==> config.mk <==
export PLATFORM = sky130hd
export DESIGN_NAME = irq_pending_latch
export DESIGN_NICKNAME = d
export VERILOG_FILES = /design/src/rtl/irq_pending_latch.sv
export SDC_FILE = /design/constraint.sdc
export NUM_CORES = 1
export LEC_CHECK = 0
export BUFFER_PORTS_ARGS = -buffer_cell sky130_fd_sc_hd__buf_2
export CAP_MARGIN = 20
export CORE_ASPECT_RATIO = 1.25
export CORE_MARGIN = 2
export CORE_UTILIZATION = 40
export DETAILED_ROUTE_END_ITERATION = 8
export PLACE_DENSITY = 0.67
export SYNTH_ARGS = -nofsm -noshare
export SYNTH_HDL_FRONTEND = slang
export SYNTH_SLANG_ARGS = --single-unit
==> constraint.sdc <==
create_clock -name clk -period 4.7 [get_ports clk]
set_clock_uncertainty 0.05 [all_clocks]
set_input_delay 0.235 -clock clk [delete_from_list [all_inputs] [get_ports clk]]
set_output_delay 0.235 -clock clk [all_outputs]
set_load 0.1 [all_outputs]
==> src/rtl/irq_pending_latch.sv <==
// Request-capture stage ahead of the 8-to-3 priority encoder: edge capture, masking, one-in-service handshake.
// Define IRQ_LEVEL_MODE_EN for level-sensitive capture (pending follows req, a legal ack does not clear it).
module irq_pending_latch #(
    parameter int N    = 8,
    parameter int ID_W = 3
) (
    input  logic            clk,
    input  logic            rst,
    input  logic [N-1:0]    req,
    input  logic            mask_we,
    input  logic [N-1:0]    mask_wdata,
    output logic [N-1:0]    mask,
    output logic [N-1:0]    pend_o,
    output logic            enc_en,
    output logic            irq,
    input  logic            ack,
    input  logic [ID_W-1:0] ack_id,
    output logic            in_service,
    output logic [ID_W-1:0] isr_id,
    input  logic            eoi,
    output logic            err
);

    typedef enum logic [1:0] {
        IDLE,
        ARMED,
        SERVICE
    } state_t;

    state_t       state;
    state_t       state_nxt;
    logic [N-1:0] pending;
    logic [N-1:0] pending_nxt;
    logic         any_pend;
    logic         legal_ack;
    logic         legal_eoi;
    logic         err_nxt;

    assign pend_o     = pending & mask;
    assign any_pend   = |pend_o;
    assign irq        = (state == ARMED);
    assign enc_en     = (state == ARMED);
    assign in_service = (state == SERVICE);

    // Only the strobe that matches the current state is legal; the other one flags err.
    always_comb begin
        state_nxt = state;
        legal_ack = 1'b0;
        legal_eoi = 1'b0;
        case (state)
            IDLE: begin
                if (any_pend)
                    state_nxt = ARMED;
            end
            ARMED: begin
                if (ack && pend_o[ack_id]) begin
                    legal_ack = 1'b1;
                    state_nxt = SERVICE;
                end else if (!any_pend) begin
                    state_nxt = IDLE;
                end
            end
            SERVICE: begin
                if (eoi) begin
                    legal_eoi = 1'b1;
                    state_nxt = IDLE;
                end
            end
            default: state_nxt = IDLE;
        endcase
        err_nxt = (ack && !legal_ack) || (eoi && !legal_eoi);
    end

`ifdef IRQ_LEVEL_MODE_EN
    assign pending_nxt = req;
`else
    logic [N-1:0] req_q;
    logic [N-1:0] clr;

    always_ff @(posedge clk or posedge rst) begin
        if (rst)
            req_q <= '0;
        else
            req_q <= req;
    end

    // A new edge on the bit being acknowledged wins over the clear.
    assign clr         = legal_ack ? ({{(N-1){1'b0}}, 1'b1} << ack_id) : '0;
    assign pending_nxt = (pending & ~clr) | (req & ~req_q);
`endif

    always_ff @(posedge clk or posedge rst) begin
        if (rst) begin
            state   <= IDLE;
            pending <= '0;
            mask    <= '0;
            isr_id  <= '0;
            err     <= 1'b0;
        end else begin
            state   <= state_nxt;
            pending <= pending_nxt;
            err     <= err_nxt;
            if (mask_we)
                mask <= mask_wdata;
            if (legal_ack)
                isr_id <= ack_id;
        end
    end

endmodule

==> impl_metrics.json <==
{
  "worstRegToRegCells": 4,
  "setup_tns_ns": 0,
  "cts_sinks": 30,
  "r2r_end": "isr_id[1]",
  "syn_inst": 107,
  "arrival_ns": 1.97,
  "diodes": 0,
  "vias": 1005,
  "worstSetupPathDepth": 4,
  "ir_worst_vdd_uv": 330.5,
  "rrSetupSlack_ns": 2.90,
  "max_freq_mhz": 554.7,
  "slowest_delay_ns": 0.58,
  "startpoint": "mask[6]",
  "post-dp-hpwl_um": 2029,
  "synth_compound_area_frac": 0.1211,
  "clkTransAtPathRegs_ns": 0.09,
  "h-tree-depth": 2,
  "hp-start": "eoi",
  "critPathBufInv": 0,
  "clk_latency_ns": 0.33,
  "fin_nets": 190,
  "async_reset_ff_frac": 1.000,
  "area_delta_synth_final_pct": 34.65,
  "syn_area_per_cell_um2": 11.88,
  "rsz0062_at_grt": "false",
  "rows": 22,
  "ant_nets": 0,
  "ctsLongestPathBuffers": 2,
  "vias_per_cell": 4.951,
  "holdBufCountCts": 9,
  "yosys.area_share.adder": 0,
  "yosys.area_share.simple": 0.07283,
  "ioPinCount": 47,
  "grt_usage": 0.1707,
  "synth-seq-cells": 30,
  "die_area_um2": 3648,
  "synth_seq_area_share": 0.5906,
  "total_leakage_power_nw": 0.8571,
  "path_max_fanout": 7,
  "synth_warnings": 0,
  "avgRoutedWirePerCell_um": 13.19,
  "crit_type": "flop to flop",
  "root_buffer": "clkbuf_4",
  "r2r-start": "mask[6]",
  "hold_viol": 0,
  "drv_cap": 0,
  "status": "finished clean",
  "grt_max_degree": 17,
  "maxSlewHeadroom": 0.5780,
  "synth_mux_area_frac": 0.1378,
  "synth_top_family_by_area": "multiplexers",
  "fill_cells": 276,
  "cp-start-kind": "flop",
  "grt_pass1_wl_um": 4257,
  "crit_end": "isr_id[1]",
  "synth_xor_xnor_area_share": 0,
  "timing.hold.ws_ns": 0.04220,
  "io_buffers": 46,
  "worstPathCellList": "nand2_1 -> mux4_2 -> o22ai_4 -> mux2_4",
  "required_ns": 4.87,
  "synthesis.area_um2": 1271,
  "syn-num-nets": 131,
  "fin_cells": 203,
  "drt_first_iter_violations": 21,
  "dp_cells": 186,
  "post_cts_buffers": 0,
  "min_period_over_period": 0.3836,
  "die_w_um": 54.42,
  "slew_violations": 0,
  "synth_edf_count": 0,
  "globalplace.congestion": 0.8637,
  "drive_above_1_share": 0.3952,
  "cts_made_buffers": 5,
  "start_util": 0.4276,
  "cts_tree": "built",
  "worst_pin_slew_ns": 0.6323,
  "power_density_nw_per_um2": 555.2,
  "critical-path-top-delay-family": "multiplexers",
  "die_h_um": 67.03,
  "synthFlopType": "dfrtp_1",
  "cts_resized": 0,
  "final-setup-viol-count": 0,
  "globalRoute.totalOverflow": 0,
  "worstHoldPathType": "primary input to flop",
  "slowest_stage": "mux4_2",
  "drt_first_pass_iters": 4,
  "antenna_found_initial": 0,
  "drt_wl_total_um": 2678,
  "route.detailed.drc": 0,
  "core_area_um2": 2973,
  "end_kind": "flop",
  "synth_cell_type_count": 25,
  "post-route-min-period_ns": 1.803,
  "grt_pass1_vias": 985
}
worst register-to-register path: stages, from the launching register on:
cell and delay (ns):
dfrtp_1 0.39, nand2_1 0.11, mux4_2 0.58, o22ai_4 0.26
mux2_4 0.32
routing by layer:
metal,GRT usage,vias to the layer above,part of all wire
li1,-,484,-
met5,0,-,0
met4,0.07500,0,0.022
met1,0.1933,486,0.40
met3,0.06726,6,0.063
met2,0.2771,29,0.51
how the worst min path moves through the flow:
| stage | depth (start not counted) | to | slack [ns] |
|---|---|---|---|
| after floorplan | 0 | req_q[0] | 0.22 |
| final | 2 | state[1] | 0.04 |
| after detailed placement | 2 | mask[0] | 0.29 |
| after CTS | 2 | state[1] | 0.04 |
| after global placement | 1 | req_q[3] | 0.31 |
| after global routing | 2 | state[1] | 0.04 |
logic make-up (layout without fill, tap and decap cells):
group | count (synthesis) | count (layout)
DFF | 30 | 30
buffers and inverters | 23 | 83
AOI/OAI and AO/OA | 22 | 22
and+or+nand+nor | 19 | 19
muxes | 13 | 13
state kept, by name, summed over array words and instances, names as in the netlist:
name,count
mask,8
pending,8
state,2
isr_id,3
err,1
req_q,8
stage by stage:
stage          power, mW  area (um2)  utilization  setup slack, ns
6_report          0.9504        1712       0.5758            2.897
4_1_cts           0.9568        1712       0.5758            2.878
5_1_grt           0.9899        1712       0.5758            2.826
3_5_place_dp      0.7556        1546       0.5202            2.898
2_1_floorplan     0.6893        1271            -            1.598
3_3_place_gp      0.7489        1519       0.5109            2.955
where the power goes:
group	leakage (nW)	internal [mW]	switching, mW
combinational	0.487	0.0824	0.359
clock	0.0395	0.113	0.0835
sequential	0.330	0.293	0.0203
cell usage after synthesis, types with 2 or more instances:
cell | n | area, um2
nand2_1 | 10 | 37.54
mux2_2 | 8 | 90.09
inv_1 | 19 | 71.32
mux4_2 | 2 | 45.04
o21ai_1 | 9 | 45.04
dfrtp_1 | 30 | 750.7
o41ai_1 | 2 | 17.52
mux2_4 | 2 | 30.03
o31ai_1 | 6 | 45.04
nand4_1 | 2 | 12.51
o21ai_0 | 2 | 10.01
nand2b_1 | 2 | 12.51
final cells by class:
class	count	area, um2	area share
tap	36	45.04	0.02632
inverter	19	71.32	0.04167
clock inverter	1	30.03	0.01754
timing repair buffer	56	347.8	0.2032
clock buffer	7	45.04	0.02632
multi-input combinational	54	421.7	0.2463
sequential	30	750.7	0.4386
layout by cell type, fill, tap and decap left out:
cell type | netlist | routed
dlygate4sd3_1 | 0 | 9
o41ai_1 | 2 | 2
a311oi_1 | 1 | 1
mux4_2 | 2 | 2
buf_16 | 0 | 1
mux2_2 | 8 | 8
buf_2 | 1 | 46
o21ai_0 | 2 | 2
nand3b_1 | 1 | 1
or2b_1 | 1 | 1
dfrtp_1 | 30 | 30
o21ai_1 | 9 | 9
o22ai_4 | 1 | 1
nor2b_1 | 1 | 1
o31ai_1 | 6 | 6
nand2b_1 | 2 | 2
inv_1 | 19 | 19
clkbuf_1 | 1 | 2
nand3_1 | 1 | 1
mux2i_1 | 1 | 1
o21bai_1 | 1 | 1
nor2_1 | 1 | 1
bufinv_16 | 0 | 1
nand2_1 | 10 | 10
nand4_1 | 2 | 2
mux2_4 | 2 | 2
clkbuf_4 | 0 | 5
Note: power is estimated with default switching activity, not from simulation.
